$ cat src/rtl/dcache_ctrl.sv
// Direct-mapped write-back/write-allocate data cache between the MEM stage and main memory.
// Define DCACHE_STATS_EN to add saturating hit_cnt/miss_cnt outputs.
module dcache_ctrl #(
    parameter int unsigned INDEX_BITS  = 3,
    parameter int unsigned MEM_LAT_MAX = 255
) (
    input  logic        clk,
    input  logic        rst_n,
    input  logic [15:0] cpu_addr,
    input  logic        cpu_re,
    input  logic        cpu_we,
    input  logic [15:0] cpu_wdata,
    output logic [15:0] cpu_rdata,
    output logic        cpu_stall,
    output logic [15:0] mem_addr,
    output logic        mem_re,
    output logic        mem_we,
    output logic [63:0] mem_wdata,
    input  logic [63:0] mem_rdata,
    input  logic        mem_rdy,
    output logic        err
`ifdef DCACHE_STATS_EN
    ,
    output logic [15:0] hit_cnt,
    output logic [15:0] miss_cnt
`endif
);

    localparam int unsigned Lines   = 1 << INDEX_BITS;
    localparam int unsigned TagBits = 16 - 2 - INDEX_BITS;
    localparam int unsigned CntW    = $clog2(MEM_LAT_MAX + 1);

    typedef enum logic [1:0] {StIdle, StWb, StFill} state_e;

    state_e                   state_q;
    logic [Lines-1:0]         valid_q;
    logic [Lines-1:0]         dirty_q;
    logic [TagBits-1:0]       tag_q  [Lines];
    logic [63:0]              data_q [Lines];
    logic [CntW-1:0]          cnt_q;
    logic                     abort_q;
    logic                     err_q;

    logic [INDEX_BITS-1:0]    idx;
    logic [1:0]               off;
    logic [TagBits-1:0]       tag;
    logic                     req;
    logic                     hit;
    logic                     in_idle;
    logic                     hit_ok;
    logic                     miss_start;
    logic                     store_hit;
    logic                     fill_done;
    logic                     timeout;
    logic [15:0]              hit_word;

    always_comb begin
        idx        = cpu_addr[2 +: INDEX_BITS];
        off        = cpu_addr[1:0];
        tag        = cpu_addr[15 -: TagBits];
        req        = cpu_re | cpu_we;
        hit        = valid_q[idx] & (tag_q[idx] == tag) & req;
        in_idle    = (state_q == StIdle);
        // The cycle after a watchdog abort releases the pipeline without serving it.
        hit_ok     = in_idle & ~abort_q & hit;
        miss_start = in_idle & ~abort_q & req & ~hit;
        store_hit  = hit_ok & cpu_we;
        fill_done  = (state_q == StFill) & mem_rdy;
        timeout    = ~in_idle & ~mem_rdy & (cnt_q == CntW'(MEM_LAT_MAX - 1));
        hit_word   = data_q[idx][{off, 4'b0000} +: 16];
    end

    always_ff @(posedge clk or negedge rst_n) begin
        if (!rst_n) begin
            state_q <= StIdle;
            valid_q <= '0;
            dirty_q <= '0;
            cnt_q   <= '0;
            abort_q <= 1'b0;
            err_q   <= 1'b0;
        end else begin
            unique case (state_q)
                StIdle: begin
                    abort_q <= 1'b0;
                    cnt_q   <= '0;
                    if (miss_start) begin
                        state_q <= (valid_q[idx] & dirty_q[idx]) ? StWb : StFill;
                    end
                    if (store_hit) begin
                        dirty_q[idx] <= 1'b1;
                    end
                end
                StWb: begin
                    if (mem_rdy) begin
                        dirty_q[idx] <= 1'b0;
                        state_q      <= StFill;
                        cnt_q        <= '0;
                    end else if (timeout) begin
                        valid_q[idx] <= 1'b0;
                        dirty_q[idx] <= 1'b0;
                        err_q        <= 1'b1;
                        abort_q      <= 1'b1;
                        state_q      <= StIdle;
                        cnt_q        <= '0;
                    end else begin
                        cnt_q <= cnt_q + 1'b1;
                    end
                end
                StFill: begin
                    if (mem_rdy) begin
                        valid_q[idx] <= 1'b1;
                        dirty_q[idx] <= 1'b0;
                        state_q      <= StIdle;
                        cnt_q        <= '0;
                    end else if (timeout) begin
                        valid_q[idx] <= 1'b0;
                        err_q        <= 1'b1;
                        abort_q      <= 1'b1;
                        state_q      <= StIdle;
                        cnt_q        <= '0;
                    end else begin
                        cnt_q <= cnt_q + 1'b1;
                    end
                end
                default: state_q <= StIdle;
            endcase
        end
    end

    // Tag and data arrays are not reset; valid_q guards their contents.
    always_ff @(posedge clk) begin
        if (fill_done) begin
            data_q[idx] <= mem_rdata;
            tag_q[idx]  <= tag;
        end else if (store_hit) begin
            data_q[idx][{off, 4'b0000} +: 16] <= cpu_wdata;
        end
    end

    always_comb begin
        // Gating with rst_n drops the stall at once even if a request is still presented.
        cpu_stall = rst_n & (~in_idle | miss_start);
        cpu_rdata = hit_ok ? hit_word : 16'h0000;
        mem_re    = (state_q == StFill);
        mem_we    = (state_q == StWb);
        mem_addr  = 16'h0000;
        mem_wdata = 64'h0;
        if (state_q == StWb) begin
            mem_addr  = {tag_q[idx], idx, 2'b00};
            mem_wdata = data_q[idx];
        end else if (state_q == StFill) begin
            mem_addr = {cpu_addr[15:2], 2'b00};
        end
        err = err_q;
    end

`ifdef DCACHE_STATS_EN
    logic        missed_q;
    logic [15:0] hit_cnt_q;
    logic [15:0] miss_cnt_q;

    // missed_q marks a request that already took a miss, so its final hit is not counted.
    always_ff @(posedge clk or negedge rst_n) begin
        if (!rst_n) begin
            missed_q   <= 1'b0;
            hit_cnt_q  <= 16'h0000;
            miss_cnt_q <= 16'h0000;
        end else begin
            if (miss_start) begin
                missed_q <= 1'b1;
                if (miss_cnt_q != 16'hFFFF) begin
                    miss_cnt_q <= miss_cnt_q + 16'h0001;
                end
            end else if (hit_ok) begin
                missed_q <= 1'b0;
                if (!missed_q && hit_cnt_q != 16'hFFFF) begin
                    hit_cnt_q <= hit_cnt_q + 16'h0001;
                end
            end else if (in_idle && abort_q) begin
                missed_q <= 1'b0;
            end
        end
    end

    assign hit_cnt  = hit_cnt_q;
    assign miss_cnt = miss_cnt_q;
`endif

endmodule

$ cat config.mk
export PLATFORM = sky130hd
export DESIGN_NAME = dcache_ctrl
export DESIGN_NICKNAME = d
export VERILOG_FILES = /design/src/rtl/dcache_ctrl.sv
export SDC_FILE = /design/constraint.sdc
export NUM_CORES = 1
export LEC_CHECK = 0
export ABC_AREA = 1
export CAP_MARGIN = 25
export CORE_MARGIN = 2
export CORE_UTILIZATION = 55
export DETAILED_ROUTE_END_ITERATION = 10
export PLACE_DENSITY = 0.74
export REMOVE_ABC_BUFFERS = 1
export SLEW_MARGIN = 25
export SYNTH_ARGS = -nofsm -noshare
export SYNTH_HDL_FRONTEND = slang
export SYNTH_SLANG_ARGS = --single-unit
$ cat constraint.sdc
create_clock -name clk -period 2.73 [get_ports clk]
set_input_delay 0.4095 -clock clk [delete_from_list [all_inputs] [get_ports clk]]
set_output_delay 0.4095 -clock clk [all_outputs]
set_load 0.005 [all_outputs]
==> summary by stage <==
Outcome
The flow ran to the end, but the final reports show violations. The final reports fail on DRC, setup timing.

Detailed routing
The number of detailed-route iterations in the first pass is 9. For this run, design rule violations remaining after detail routing come to 2. The number of violations reported at the end of detailed-routing iteration 0 is 3090. The via count is 21806. The detail route stage leaves a number of antenna-violating nets equal to 0. The via density per instance is 6.15. The sum of met2 wire segment lengths after detailed routing is approximately 43000 microns.

The wire length per cell after detailed routing is 26.0 microns. The routed design uses 12000 microns of met3 wire. The wire length on met1 is 31300 microns. The post-detailed-routing wire length is 92200 microns. The detailed router used layers up to and including met5.

Layout
The area growth from synthesis to final layout is 34.6%. In the final layout, the share of cells above drive strength 1 is 25.1%. The final net count is 2984. In the layout the commonest cells are sky130_fd_sc_hd__edfxtp_1, sky130_fd_sc_hd__nand2_1, sky130_fd_sc_hd__buf_4, sky130_fd_sc_hd__inv_1, sky130_fd_sc_hd__nor2_1. The layout has 2851 filler cells.

The commonest non-fill, non-tap cell in the layout is sky130_fd_sc_hd__edfxtp_1.

Synth
The share of the yosys chip area belonging to registers is 69.6%. Synthesis instantiated 47 different standard cells from the library. By area the synthesized netlist is led by sky130_fd_sc_hd__edfxtp_1, sky130_fd_sc_hd__nand2_1, sky130_fd_sc_hd__inv_1.

The Yosys warning count is 0. The top-area cell type share of the netlist area is 67.0%. Counting flops with a built-in enable in the synthesized netlist gives 600. For this run, asynchronously set or reset flops after synthesis account for 4.46%. The synthesized design contains about 630 register bits. The cell area after synthesis is 26900 sq um. The most used flip-flop cell after synthesis is sky130_fd_sc_hd__edfxtp_1. Synthesis produced 2284 cells.

The mean instance size in the synthesized netlist is 11.8 sq um. The most area-hungry cell type in the Yosys netlist is sky130_fd_sc_hd__edfxtp_1.

Floorplan
Row generation in the floorplan step produced 81 rows. The height of the die is 225 microns. The number of top-level pins is roughly 200. The floorplan step defined a core boundary enclosing 48500 sq um. Once the floorplan was initialized, standard cells occupied a little under three fifths of the core.

In this run the horizontal extent of the chip is 225 microns. The area of the die is between 50000 and 60000 sq um.

Critical path
STA classifies the critical path startpoint as a register. The required time of the critical path is 2.32 ns. Data on the critical path arrives at its endpoint at 2.74 ns. The critical path startpoint is tag_q[5][10]. The type of destination of the critical path is an output port. Of all nets on the critical path, the largest fanout is 6. In this run the critical register-to-register path is launched from tag_q[5][10]. The setup path with the least slack is of type reg2out.

Timing
The final hold violation count is 0. In the final timing run, aggregate negative setup slack is -283.88 ns. The count of final max-slew check failures is 0.

The clock arrives with 0.0222 ns of skew. The slew at the pin closest to its max-slew limit is 0.671 ns. Setup violations remaining at the end of the flow were counted as 1081. The relative slew slack is 55.1%.

Setup slack on the critical path of the routed design comes to -0.415 ns. Based on the critical path, the design can be clocked at up to 318 MHz. The worst slack on hold paths is around 0.21 ns. The minimum period implied by the final worst setup slack is about 3.1 ns. Dividing the final minimum period by the clock period gives 115%. Setup repair after global routing could not meet its margin everywhere.

Clocking
The cell sitting at the root of the clock tree is a sky130_fd_sc_hd__clkbuf_16. For this design, the sink count on the clock tree is between 600 and 700. In this run, post-CTS hold repair placed 0 buffers. The number of levels the H-tree was split into is 2. The TritonCTS clock tree is done. The number of buffers between clock root and the deepest sink is 3. Clock tree synthesis inserted a total of 61 buffers. The clock reaches the later pin of the worst-skew pair after approximately 0.65 ns. After clock tree synthesis, the clock-pin slew on the worst setup and hold paths is 0.07 ns.

Flow run
The count of max-cap constraint violations is 0.

Global route
The initial antenna violation count is 8. The total routing resource utilization after global routing is 36.3%. The first global-routing pass estimated 133000 microns of wire. Entering global routing, the biggest net connects 41 pins. The aggregate global routing overflow is 0. The number of global-route vias before repair was roughly 21000.

Placement
Routability-driven placement finished with a final weighted congestion of 0.977. Input and output buffers added on the ports amount to 198. Before CTS, the worst setup slack after placement is -1.49 ns.

After legalization and detailed placement, the total HPWL measured 57700 microns.

Power and ir drop
The analysis attributes to cell leakage a power of 0.0147 uW. In this run the power density over the cells is 666 nW/um^2. IR analysis of the VDD net gives a maximum drop of 0.000567 V.

Min path
The worst min-delay path category is in2async.
[where the power goes]
group	total, uW	internal (uW)	switching [uW]
clock network	8390	4740	3640
logic	4460	1840	2620
registers	11200	11100	189
total	24100	17600	6450
[cells in the mapped netlist (all sizes together) (25+ instances only)]
cell	number
clkbuf	70
dfrtp	28
a22o	37
a22oi	54
nand4	103
edfxtp	600
nor2	151
o21ai	43
a221oi	77
a21oi	38
o2bb2ai	25
nand3	121
buf	64
nand2	512
inv	261
[cell families after synthesis]
kind of cell	after synthesis	synth area share [%]
AO/OA/AOI/OAI	322	8.84
XOR/XNOR	4	0.130
adder cells (fa/ha/maj)	11	0.512
buffers and inverters	400	6.07
flip-flops	628	69.6
other	1	0.0140
AND/OR/NAND/NOR	918	14.8
[registers in the layout, indices dropped and copies added (netlist names), named ones only]
register	count
tag_q	88
abort_q	1
cnt_q	8
err	1
data_q	512
state_q	2
valid_q	8
[final timing paths]
kind                                       to  cells past startpoint  slack [ns]
worst max-delay path            cpu_rdata[13]                     15       -0.41
min in group clk                  tag_q[7][0]                      4        0.36
worst min-delay path               state_q[1]                      2        0.21
worst min register to register       cnt_q[7]                      1        0.48
worst max register to register   data_q[2][0]                     20       -0.36
max in group asynchronous          valid_q[3]                      2        2.25
[per-layer routing]
layer  GRT usage (%)  up-vias
met2            57.9     1634
met1            45.0    10439
met3            9.66      372
met5               0        -
li1                -     9355
met4            21.1        6
[worst max-delay path: stages (launching register included)]
cell                       delay (ns)
sky130_fd_sc_hd__edfxtp_1        0.36
sky130_fd_sc_hd__inv_1           0.07
sky130_fd_sc_hd__nand2_1         0.05
sky130_fd_sc_hd__nand2_1         0.06
sky130_fd_sc_hd__nor2_1          0.04
sky130_fd_sc_hd__nor2_1          0.21
sky130_fd_sc_hd__nand2_2         0.11
sky130_fd_sc_hd__nand2_2         0.07
sky130_fd_sc_hd__nand2_2         0.06
sky130_fd_sc_hd__nor2_2          0.12
sky130_fd_sc_hd__nand3_2         0.10
sky130_fd_sc_hd__nor2_4          0.21
sky130_fd_sc_hd__nand2_4         0.11
sky130_fd_sc_hd__buf_12          0.19
sky130_fd_sc_hd__a21oi_4         0.17
sky130_fd_sc_hd__buf_2           0.15
[through the flow]
stage	instances	utilization [%]	cell area [sq um]	power, uW
2_1_floorplan	2151	-	26300	13000
3_3_place_gp	3339	66.7	32400	15100
3_5_place_dp	3339	66.7	32400	15200
4_1_cts	3538	74.2	36000	23800
5_1_grt	3542	74.5	36200	24700
6_report	3545	74.5	36200	24100
[timing repair]
action                                  in CTS  in global routing
pin swaps                                   46                  8
resized for setup                          350                 44
endpoints found under the setup margin    1124               1110
cloned                                      12                  0
setup buffers                               76                  4
[area by class of cell]
class / count / area, sq um / share of cell area [%]
flip-flops and latches: 628 / 18700 / 51.7
clock inverters: 37 / 324 / 0.896
repair buffers: 658 / 6480 / 17.9
diodes: 3 / 7.51 / 0.0207
clock buffers: 74 / 1620 / 4.47
inverters: 266 / 1040 / 2.87
well taps: 622 / 778 / 2.15
multi-input cells: 1257 / 7220 / 20.0
Power figures use the tool's default switching activity.
